===== src/rtl/note_stab_pkg.sv =====
`default_nettype none
// ============================================================================
// note_stab_pkg : shared event types and helpers for the note stabilizer
// Rev 1.0
// ============================================================================
package note_stab_pkg;

   localparam logic [5:0] NOTE_NONE = 6'd63;

   typedef enum logic {
      EVT_ONSET   = 1'b0,
      EVT_RELEASE = 1'b1
   } evt_kind_t;

   typedef struct packed {
      evt_kind_t  kind;
      logic [5:0] note;
      logic [7:0] dur;
   } note_evt_t;

   function automatic logic [7:0] sat_inc8(input logic [7:0] v);
      return (v == 8'hFF) ? v : v + 8'd1;
   endfunction

endpackage
`default_nettype wire


===== src/rtl/note_stabilizer_if.sv =====
`default_nettype none
// ============================================================================
// note_stabilizer_if : frame input and note-event output bundle
// Rev 1.0
// ============================================================================
interface note_stabilizer_if #(
   parameter int MAG_W = 16
);
   logic [5:0]       note_in;
   logic [MAG_W-1:0] mag_in;
   logic             frame_valid_in;
   logic             evt_ready_in;
   logic             evt_valid_out;
   logic             evt_kind_out;
   logic [5:0]       evt_note_out;
   logic [7:0]       evt_dur_out;
   logic [5:0]       cur_note_out;
   logic             overflow_out;

   modport master (
      output note_in, mag_in, frame_valid_in, evt_ready_in,
      input  evt_valid_out, evt_kind_out, evt_note_out, evt_dur_out,
             cur_note_out, overflow_out
   );

   modport slave (
      input  note_in, mag_in, frame_valid_in, evt_ready_in,
      output evt_valid_out, evt_kind_out, evt_note_out, evt_dur_out,
             cur_note_out, overflow_out
   );
endinterface
`default_nettype wire


===== src/rtl/note_stabilizer_fifo.sv =====
`default_nettype none
// ============================================================================
// note_event_fifo : synchronous FIFO of note events with registered head
// Rev 1.0
// ============================================================================
module note_event_fifo
   import note_stab_pkg::*;
#(
   parameter int FIFO_DEPTH = 4
) (
   input  wire logic      clk_in,
   input  wire logic      rst_in,
   input  wire logic      push_in,
   input  var  note_evt_t push_data_in,
   input  wire logic      ready_in,
   output logic           valid_out,
   output note_evt_t      data_out,
   output logic           overflow_out
);
   localparam int AW = $clog2(FIFO_DEPTH);

   note_evt_t      r_mem [FIFO_DEPTH];
   logic [AW:0]    r_wr_ptr;
   logic [AW:0]    r_rd_ptr;
   logic           r_valid;
   note_evt_t      r_data;
   logic           r_overflow;

   logic           w_full;
   logic           w_pop;
   logic           w_do_push;
   logic [AW:0]    w_wr_ptr_n;
   logic [AW:0]    w_rd_ptr_n;

   assign w_full     = (r_wr_ptr[AW] != r_rd_ptr[AW]) &&
                       (r_wr_ptr[AW-1:0] == r_rd_ptr[AW-1:0]);
   assign w_pop      = r_valid && ready_in;
   assign w_do_push  = push_in && (!w_full || w_pop);
   assign w_wr_ptr_n = r_wr_ptr + {{AW{1'b0}}, w_do_push};
   assign w_rd_ptr_n = r_rd_ptr + {{AW{1'b0}}, w_pop};

   always_ff @(posedge clk_in) begin
      if (w_do_push) begin
         r_mem[r_wr_ptr[AW-1:0]] <= push_data_in;
      end
   end

   // Head register is loaded from next-state pointers; a push into the slot
   // that becomes the head is forwarded since the array write lands this edge.
   always_ff @(posedge clk_in) begin
      if (!rst_in) begin
         r_wr_ptr   <= '0;
         r_rd_ptr   <= '0;
         r_valid    <= 1'b0;
         r_data     <= '0;
         r_overflow <= 1'b0;
      end else begin
         r_wr_ptr <= w_wr_ptr_n;
         r_rd_ptr <= w_rd_ptr_n;
         r_valid  <= (w_wr_ptr_n != w_rd_ptr_n);
         if (w_do_push && (r_wr_ptr[AW-1:0] == w_rd_ptr_n[AW-1:0])) begin
            r_data <= push_data_in;
         end else begin
            r_data <= r_mem[w_rd_ptr_n[AW-1:0]];
         end
         if (push_in && w_full && !w_pop) begin
            r_overflow <= 1'b1;
         end
      end
   end

   assign valid_out    = r_valid;
   assign data_out     = r_data;
   assign overflow_out = r_overflow;

endmodule
`default_nettype wire


===== src/rtl/note_stabilizer.sv =====
`default_nettype none
// ============================================================================
// note_stabilizer : debounces per-frame pitch decisions into ONSET/RELEASE events
// Rev 1.0
// ============================================================================
module note_stabilizer
   import note_stab_pkg::*;
#(
   parameter int MAG_W          = 16,
   parameter int MAG_THRESH     = 256,
   parameter int STABLE_FRAMES  = 3,
   parameter int RELEASE_FRAMES = 2,
   parameter int FIFO_DEPTH     = 4
) (
   input wire logic          clk_in,
   input wire logic          rst_in,
   note_stabilizer_if.slave  bus
);
   localparam int CW = $clog2(STABLE_FRAMES + 2);
   localparam int MW = $clog2(RELEASE_FRAMES + 1);

   localparam logic [MAG_W-1:0] c_mag_thresh = MAG_W'(MAG_THRESH);
   localparam logic [CW-1:0]    c_stable     = CW'(STABLE_FRAMES);
   localparam logic [CW-1:0]    c_cnt_one    = CW'(1);
   localparam logic [MW-1:0]    c_release    = MW'(RELEASE_FRAMES);

   typedef enum logic [1:0] {
      S_IDLE = 2'd0,
      S_CAND = 2'd1,
      S_HOLD = 2'd2
   } state_t;

   state_t         r_state;
   logic [5:0]     r_cand_note;
   logic [CW-1:0]  r_cand_cnt;
   logic [5:0]     r_hold_note;
   logic [7:0]     r_dur;
   logic [MW-1:0]  r_miss_cnt;
   logic [5:0]     r_cur_note;
   logic           r_push;
   note_evt_t      r_push_evt;

   logic           w_hit;
   logic [5:0]     w_cand_nxt_note;
   logic [CW-1:0]  w_cand_nxt_cnt;
   logic           w_commit;
   logic [MW-1:0]  w_miss_inc;
   logic [7:0]     w_dur_inc;
   note_evt_t      w_head;
   logic           w_fifo_valid;
   logic           w_overflow;

   assign w_hit = bus.frame_valid_in && (bus.note_in != NOTE_NONE) &&
                  (bus.mag_in >= c_mag_thresh);

   // Candidate tracking shared by IDLE and CAND: continue a matching run or start afresh.
   always_comb begin
      w_cand_nxt_note = bus.note_in;
      w_cand_nxt_cnt  = c_cnt_one;
      if ((r_state == S_CAND) && (bus.note_in == r_cand_note)) begin
         w_cand_nxt_note = r_cand_note;
         w_cand_nxt_cnt  = r_cand_cnt + c_cnt_one;
      end
   end

   assign w_commit   = (w_cand_nxt_cnt >= c_stable);
   assign w_miss_inc = r_miss_cnt + MW'(1);
   assign w_dur_inc  = sat_inc8(r_dur);

   always_ff @(posedge clk_in) begin
      if (!rst_in) begin
         r_state     <= S_IDLE;
         r_cand_note <= '0;
         r_cand_cnt  <= '0;
         r_hold_note <= NOTE_NONE;
         r_dur       <= '0;
         r_miss_cnt  <= '0;
         r_cur_note  <= NOTE_NONE;
         r_push      <= 1'b0;
         r_push_evt  <= '0;
      end else begin
         r_push <= 1'b0;
         if (bus.frame_valid_in) begin
            unique case (r_state)
               S_IDLE, S_CAND: begin
                  if (!w_hit) begin
                     r_state    <= S_IDLE;
                     r_cand_cnt <= '0;
                  end else if (w_commit) begin
                     r_state     <= S_HOLD;
                     r_hold_note <= w_cand_nxt_note;
                     r_cur_note  <= w_cand_nxt_note;
                     r_dur       <= '0;
                     r_miss_cnt  <= '0;
                     r_cand_cnt  <= '0;
                     r_push      <= 1'b1;
                     r_push_evt  <= '{kind: EVT_ONSET, note: w_cand_nxt_note, dur: 8'd0};
                  end else begin
                     r_state     <= S_CAND;
                     r_cand_note <= w_cand_nxt_note;
                     r_cand_cnt  <= w_cand_nxt_cnt;
                  end
               end
               S_HOLD: begin
                  r_dur <= w_dur_inc;
                  if (w_hit && (bus.note_in == r_hold_note)) begin
                     r_miss_cnt <= '0;
                  end else if (w_miss_inc == c_release) begin
                     // A hit on another note seeds the next candidate; it never commits
                     // here so that at most one event is pushed per frame.
                     r_miss_cnt <= '0;
                     r_cur_note <= NOTE_NONE;
                     r_push     <= 1'b1;
                     r_push_evt <= '{kind: EVT_RELEASE, note: r_hold_note, dur: w_dur_inc};
                     if (w_hit) begin
                        r_state     <= S_CAND;
                        r_cand_note <= bus.note_in;
                        r_cand_cnt  <= c_cnt_one;
                     end else begin
                        r_state     <= S_IDLE;
                        r_cand_cnt  <= '0;
                     end
                  end else begin
                     r_miss_cnt <= w_miss_inc;
                  end
               end
               default: r_state <= S_IDLE;
            endcase
         end
      end
   end

   note_event_fifo #(
      .FIFO_DEPTH (FIFO_DEPTH)
   ) u_fifo (
      .clk_in       (clk_in),
      .rst_in       (rst_in),
      .push_in      (r_push),
      .push_data_in (r_push_evt),
      .ready_in     (bus.evt_ready_in),
      .valid_out    (w_fifo_valid),
      .data_out     (w_head),
      .overflow_out (w_overflow)
   );

   assign bus.evt_valid_out = w_fifo_valid;
   assign bus.evt_kind_out  = w_head.kind;
   assign bus.evt_note_out  = w_head.note;
   assign bus.evt_dur_out   = w_head.dur;
   assign bus.cur_note_out  = r_cur_note;
   assign bus.overflow_out  = w_overflow;

endmodule
`default_nettype wire


===== src/flat_wrapper.sv =====
// flat-port wrapper written by rule: the top's interface ports become plain ports
module note_stabilizer_flat import note_stab_pkg::*;
#(
   parameter int MAG_W          = 16,
   parameter int MAG_THRESH     = 256,
   parameter int STABLE_FRAMES  = 3,
   parameter int RELEASE_FRAMES = 2,
   parameter int FIFO_DEPTH     = 4
)
  (clk_in, rst_in, bus_note_in, bus_mag_in, bus_frame_valid_in, bus_evt_ready_in, bus_evt_valid_out, bus_evt_kind_out, bus_evt_note_out, bus_evt_dur_out, bus_cur_note_out, bus_overflow_out);
  note_stabilizer_if #(.MAG_W(MAG_W)) bus_i ();
  input wire logic clk_in;
  input wire logic rst_in;
  input wire logic [$bits(bus_i.note_in)-1:0] bus_note_in;
  input wire logic [$bits(bus_i.mag_in)-1:0] bus_mag_in;
  input wire logic [$bits(bus_i.frame_valid_in)-1:0] bus_frame_valid_in;
  input wire logic [$bits(bus_i.evt_ready_in)-1:0] bus_evt_ready_in;
  output wire logic [$bits(bus_i.evt_valid_out)-1:0] bus_evt_valid_out;
  output wire logic [$bits(bus_i.evt_kind_out)-1:0] bus_evt_kind_out;
  output wire logic [$bits(bus_i.evt_note_out)-1:0] bus_evt_note_out;
  output wire logic [$bits(bus_i.evt_dur_out)-1:0] bus_evt_dur_out;
  output wire logic [$bits(bus_i.cur_note_out)-1:0] bus_cur_note_out;
  output wire logic [$bits(bus_i.overflow_out)-1:0] bus_overflow_out;
  assign bus_i.note_in = bus_note_in;
  assign bus_i.mag_in = bus_mag_in;
  assign bus_i.frame_valid_in = bus_frame_valid_in;
  assign bus_i.evt_ready_in = bus_evt_ready_in;
  assign bus_evt_valid_out = bus_i.evt_valid_out;
  assign bus_evt_kind_out = bus_i.evt_kind_out;
  assign bus_evt_note_out = bus_i.evt_note_out;
  assign bus_evt_dur_out = bus_i.evt_dur_out;
  assign bus_cur_note_out = bus_i.cur_note_out;
  assign bus_overflow_out = bus_i.overflow_out;
  note_stabilizer #(.MAG_W(MAG_W), .MAG_THRESH(MAG_THRESH), .STABLE_FRAMES(STABLE_FRAMES), .RELEASE_FRAMES(RELEASE_FRAMES), .FIFO_DEPTH(FIFO_DEPTH)) u_core (.clk_in(clk_in), .rst_in(rst_in), .bus(bus_i));
endmodule

===== config.mk =====
export PLATFORM = sky130hd
export DESIGN_NAME = note_stabilizer_flat
export DESIGN_NICKNAME = d
export VERILOG_FILES = /design/src/rtl/note_stab_pkg.sv /design/src/rtl/note_stabilizer_if.sv /design/src/rtl/note_stabilizer_fifo.sv /design/src/rtl/note_stabilizer.sv /design/src/flat_wrapper.sv
export SDC_FILE = /design/constraint.sdc
export NUM_CORES = 1
export LEC_CHECK = 0
export BUFFER_PORTS_ARGS = -buffer_cell sky130_fd_sc_hd__buf_2
export CELL_PAD_IN_SITES_DETAIL_PLACEMENT = 1
export CELL_PAD_IN_SITES_GLOBAL_PLACEMENT = 2
export CORE_MARGIN = 3
export CORE_UTILIZATION = 35
export CTS_BUF_LIST = sky130_fd_sc_hd__clkbuf_4 sky130_fd_sc_hd__clkbuf_8
export CTS_CLUSTER_DIAMETER = 80
export DETAILED_ROUTE_END_ITERATION = 16
export PLACE_DENSITY_LB_ADDON = 0.1
export SLEW_MARGIN = 15
export SYNTH_ARGS = -nofsm -noshare
export SYNTH_HDL_FRONTEND = slang
export SYNTH_SLANG_ARGS = --single-unit

===== constraint.sdc =====
create_clock -name clk_in -period 3.7 [get_ports clk_in]
set_clock_uncertainty 0.2 [all_clocks]
set_input_delay 0.185 -clock clk_in [delete_from_list [all_inputs] [get_ports clk_in]]
set_output_delay 0.185 -clock clk_in [all_outputs]
set_load 0.03 [all_outputs]

; ---- Yosys cells after proc, flatten, opt, wreduce, memory -nomap -nowiden
; Memory sizes are Yosys's and may differ from the RTL's. A register that Yosys moved wholly into a read port is not among the register bits.
; Index checks and enable logic that the tools add are counted.
[totals]
regBits = 57
mem_bits_rw = 60
input_bits = 26
out_inout_bits = 23
wordCells = 108
memories = 1
[mem_list]
columns = memory, words, width, read_ports, rd_ports_with_merged_regs, write_ports, line
row1 = u_core.u_fifo.r_mem, 4, 15, 1, 1, 1, note_stabilizer_fifo.sv:22  ; note_evt_t r_mem [FIFO_DEPTH];
[classes]
addsub = 5
order_cmp = 2
eq_ne = 16
mux = 46
n_reduce_logical = 23
[ops]
columns = op, count
row1 = 15-bit 2-to-1 mux, 4
row2 = 6-bit 2-to-1 mux, 10
row3 = 15-bit case mux with 2 select lines, 1
row4 = 8-bit 2-to-1 mux, 3
row5 = 6-bit case mux with 2 select lines, 2
row6 = 16-bit by 9-bit >= comparator with 1-bit output (second input constant), 1
row7 = 2-bit 2-to-1 mux, 8
row8 = 8-bit case mux with 2 select lines, 1
row9 = 3-bit 2-to-1 mux, 5
row10 = 6-bit == test, 2
row11 = 4-bit AND reduction, 3
row12 = 1-bit logical AND, 9
row13 = 8-bit by 1-bit adder with 8-bit output (second input constant), 1
row14 = 8-bit == test (second input constant), 1
row15 = 1-bit 2-to-1 mux, 8
row16 = 2-bit by 1-bit inequality test with 1-bit output (second input constant), 4
row17 = 2-bit case mux with 2 select lines, 2
row18 = 7-bit AND reduction, 1
row19 = 3-bit by 1-bit adder with 3-bit output, 2
row20 = 6-bit inequality test (second input constant), 1
row21 = 3-bit case mux with 2 select lines, 1
row22 = 6-bit AND reduction, 1
row23 = 2-bit == test (second input constant), 2
row24 = 2-bit inequality test (second input constant), 2
row25 = 15 further kinds, 17

; ---- Logic depth before layout (Yosys ltp)
[depth]
ltp_word = 7
ltp_mapped = 9
depth_no_buf = 9

; ---- By module
; From an unflattened synthesis, not the netlist that was laid out.
[unflattened]
hier_cells = 478
hier_area_um2 = 5771.8
[by_module_without_submodules]
columns = module, n_inst, cells_each, area_per_inst_um2, seq_area_each_um2
row1 = note_event_fifo, 1, 202, 3259.4, 2262.2
row2 = note_stabilizer, 1, 276, 2512.4, 980.9

; ---- Worst setup path before layout
; OpenSTA, ideal clock, no wires.
[synth_path]
path_kind = reg2reg
start = register u_core.u_fifo.r_valid, in the netlist u_core.u_fifo.valid_out
end = register, netlist name u_core.u_fifo.data_out[11]
arrival_time_ps = 2388
required_ps = 3372
setup_slack_ps = 985
path_stages_with_launch = 10
path_buffers = 2
cell_sequence = dfxtp_1 and2_1 ha_1 ha_1 clkbuf_1 xor2_1 nor3_2 buf_4 mux2i_1 nor2_1
[synth_via]
elab_chain_len = 2
[synth_rtl]
columns = item, line
row1 = start: declaration, note_stabilizer_fifo.sv:25  ; logic r_valid;
row2 = start signal: assignment, note_stabilizer_fifo.sv:60  ; r_valid <= (w_wr_ptr_n != w_rd_ptr_n);
row3 = 1-bit logical AND, note_stabilizer_fifo.sv:37  ; assign w_pop = r_valid && ready_in;
row4 = 3-bit by 1-bit adder with 3-bit output, note_stabilizer_fifo.sv:40  ; assign w_rd_ptr_n = r_rd_ptr + {{AW{1'b0}}, w_pop};
row5 = via u_core.u_fifo.w_rd_ptr_n[1], note_stabilizer_fifo.sv:33  ; logic [AW:0] w_rd_ptr_n;
; The timed path passes the listed nets, and every way through them passes these cells.
; A chain may end at the register's enable or synchronous reset.

; ---- Worst setup path in the final report
[layout_path]
start = register u_core.u_fifo.r_wr_ptr[1]
end = register u_core.u_fifo.r_valid, in the netlist u_core.u_fifo.valid_out
[layout_via]
elab_chain_len = 7
[layout_rtl]
columns = item, line
row1 = start: declaration, note_stabilizer_fifo.sv:23  ; logic [AW:0] r_wr_ptr;
row2 = start signal: assignment, note_stabilizer_fifo.sv:58  ; r_wr_ptr <= w_wr_ptr_n;
row3 = 2-bit == test, note_stabilizer_fifo.sv:36  ; (r_wr_ptr[AW-1:0] == r_rd_ptr[AW-1:0]);
row4 = 1-bit logical AND, note_stabilizer_fifo.sv:35  ; assign w_full = (r_wr_ptr[AW] != r_rd_ptr[AW]) &&
row5 = 1-bit logical NOT, note_stabilizer_fifo.sv:38  ; assign w_do_push = push_in && (!w_full || w_pop);
row6 = 1-bit logical OR, note_stabilizer_fifo.sv:38
row7 = 1-bit logical AND, note_stabilizer_fifo.sv:38
row8 = 3-bit by 1-bit adder with 3-bit output *, note_stabilizer_fifo.sv:39  ; assign w_wr_ptr_n = r_wr_ptr + {{AW{1'b0}}, w_do_push};
row9 = 3-bit inequality test *, note_stabilizer_fifo.sv:60
; Every way passes the cells marked *; elsewhere a longest branch is shown, timed or not.

==> flow_summary.yaml <==
clock_tree:
  clk_pin_slew_ns: 0.08
  cts_root_buffer: "clkbuf_8"
  cts.sinks: 132
  clockBufferDepth: 2
  cts_hold_buf: 7
  clk_latency_ns: 0.44
  htree_levels: 4
  post_cts_buffers: 0
  post_cts_resized: 0
  cts_tree: "built"
  cts_buffers: 17
critical_path:
  regToRegSetupSlack_ns: 1.10
  crit_chain: "xor2_1 -> o41ai_1 -> buf_4 -> inv_1 -> ha_1 -> ha_1 -> xnor2_1 -> xnor2_1 -> nor3_1 -> nor2_1"
  path_class: "reg -> reg"
  cp-end-kind: "flop"
  slowest_delay_ns: 0.49
  cp_data_arrival_time_ns: 2.72
  crit_slowest_cell: "dfxtp_1"
  crit_required_ns: 3.82
  crit_fanout: 6
  startpoint_type: "flop"
worst_hold_path:
  hold_class: "in -> reg"
power:
  p_per_area_nw_per_um2: 419
  combPwrFrac_pct: 4.3
  clkPwrFrac_pct: 39.5
  power_leakage_nw: 2.37
  pwr-share-seq_pct: 56.2
  power.total_mw: 2.72
  intPower_mw: 2.04
  peakVddDrop_mv: 0.193
  switching_share_pct: 24.9
  p_sw_mw: 0.678
logic_synthesis:
  syn-num-nets: 485
  syn_inst: 453
  postSynthAreaPerCell_um2: 12.6
  synth_largest_area_cell: "edfxtp_1"
  ys_top_cells_by_count: "72 x dfxtp_1, 60 x edfxtp_1, 40 x nand2_1, 39 x nor2_1, 28 x mux2i_1"
  synth.most_common_cell: "dfxtp_1"
  synthTopCellsByArea: "edfxtp_1 32%, dfxtp_1 25%, mux4_2 5.9%"
  synthArstFlopShare_pct: 0
  synthesis.area_um2: 5690
  synth_edf_count: 60
  synth_cell_types: 56
  ys_ff_latch: 132
  synth_warnings: 0
  seq_area_frac_synth_pct: 57.0
  synth_ff_type: "dfxtp_1"
  synth_top_area_share_pct: 31.7
job:
  maxCapViolCount: 0
cells_and_area:
  fin_util_pct: 41.7
  nFillCells: 1689
  multiInputGateArea_um2: 2220
  final_cell_area_um2: 6480
  post_route_cells_drive_above_1_share_pct: 24.0
  final_cells: 728
  regArea_um2: 3240
  nets: 536
  diodes: 0
  layout-area-overhead-vs-synth_pct: 13.9
timing:
  worstMarginPinSlew_ns: 0.894
  slew_violations: 0
  relSlewSlack_pct: 40.4
  min_period_ns: 2.60
  setup_ws_ns: 1.10
  max_freq_ghz: 0.385
  setup_viol: 0
  fin_setup_tns_ns: 0
  post-route-period-util_pct: 70.1
  hold_violations: 0
  worst_hold_slack_ns: 0.0203
  rsz0062_at_grt: "false"
status:
  status: "finished, final reports clean"
drt:
  ant_nets: 0
  via_per_inst: 5.05
  drc_errors: 0
  routed_wl_um: 12600
  drt_iter0_markers: 148
  routedWlPerCell_um: 17.3
  vias: 3673
  dr.pass1.iters: 4
grt:
  grt_overflow: 0
  grt_pass1_wl_um: 21000
  grt_max_degree: 48
  grt_pass1_vias: 3946
  antenna_found_initial: 0
  grt_use_total_pct: 15.1
floorplanning:
  dieArea_um2: 17800
  die-width_um: 134
  fp-row-count: 45
  die_h_um: 134
  ioPinCount: 49
  core_area_um2: 15500
  start_util_pct: 36.6
placement:
  dp_slack_ns: 1.11
  gp_congestion: 0.756
  dpl.hpwl_um: 8470
  dpl.cell_count: 689
  post_dp_cell_area_um2: 6070
  numPortBuffers: 40
worst paths after layout:
kind | startpoint | end | cells past startpoint
max | u_core.u_fifo.r_wr_ptr[1]$_SDFF_PN0_ | u_core.u_fifo.valid_out$_SDFF_PN0_ | 10
min | rst_in | u_core.u_fifo.data_out[0]$_SDFF_PN0_ | 4
max reg2reg | u_core.u_fifo.r_wr_ptr[1]$_SDFF_PN0_ | u_core.u_fifo.valid_out$_SDFF_PN0_ | 10
min reg2reg | u_core.u_fifo.overflow_out$_SDFFE_PN0P_ | u_core.u_fifo.overflow_out$_SDFFE_PN0P_ | 2
metal layers:
metal | wire length, µm | global-route usage [%] | up-vias
met4 | 150 | 5.49 | 0
met2 | 6180 | 25.8 | 54
met5 | 0 | 0 | -
li1 | - | - | 1777
met3 | 347 | 3.10 | 14
met1 | 5910 | 19.1 | 1828
power groups by stage:
stage                     clock (mW)  sequential (mW)  combinational (mW)
final                           1.07             1.53               0.117
after detailed placement           0             1.56               0.115
after global placement             0             1.56               0.113
after floorplan                    0             1.58              0.0677
after CTS                       1.12             1.53               0.120
after global routing            1.18             1.53               0.129
sequential cells by signal, summed over array words and instances, names as in the netlist, 6 cells and up:
signal                   count
u_core.u_fifo.data_out      15
u_core.r_cand_note           6
u_core.r_hold_note           6
u_core.u_fifo.r_mem         60
u_core.r_push_evt           15
u_core.bus.cur_note_out      6
u_core.r_dur                 8
cell type report:
cell class / count / area share (%)
sequential: 132 / 50.0
multi-input combinational: 284 / 34.2
timing repair buffer: 63 / 6.02
tap: 211 / 4.07
clock buffer: 18 / 3.72
clock inverter: 14 / 1.64
inverter: 6 / 0.347
worst max-delay path: cells and delay by family, from the launching register on:
kind | cells | cell delay (ns)
buf+inv | 2 | 0.26
compound gates | 1 | 0.41
fa+ha+maj | 2 | 0.39
flops | 1 | 0.49
simple gates | 2 | 0.24
xor+xnor | 3 | 0.51
kinds of logic (layout without fill, tap and decap cells):
logic type / count (synthesis) / in the layout / synth area share, %
xor+xnor: 29 / 29 / 4.46
flops: 132 / 132 / 57.0
buf+inv: 37 / 101 / 4.24
mux: 45 / 45 / 11.3
simple gates: 136 / 136 / 11.7
fa+ha+maj: 6 / 6 / 1.32
compound gates: 68 / 68 / 9.98
cells in the final DEF (no fill, tap or decap), drive strengths merged, types with 3 or more instances in the layout:
| cell | instances |
|---|---|
| dfxtp | 72 |
| edfxtp | 60 |
| buf | 56 |
| nand2 | 40 |
| nor2 | 39 |
| mux2i | 28 |
| clkbuf | 18 |
| a211oi | 18 |
| xnor2 | 17 |
| mux4 | 15 |
| nand3 | 13 |
| xor2 | 12 |
| o21ai | 11 |
| nor3 | 10 |
| inv | 10 |
| a21oi | 7 |
| dlygate4sd3 | 7 |
| and2 | 6 |
| o211ai | 6 |
| a2bb2oi | 6 |
| ha | 6 |
| clkinv | 6 |
| nand2b | 5 |
| nand4 | 5 |
| a31oi | 4 |
| clkinvlp | 4 |
| nor4 | 3 |
| o2111ai | 3 |
(Power assumes the default switching activity.)
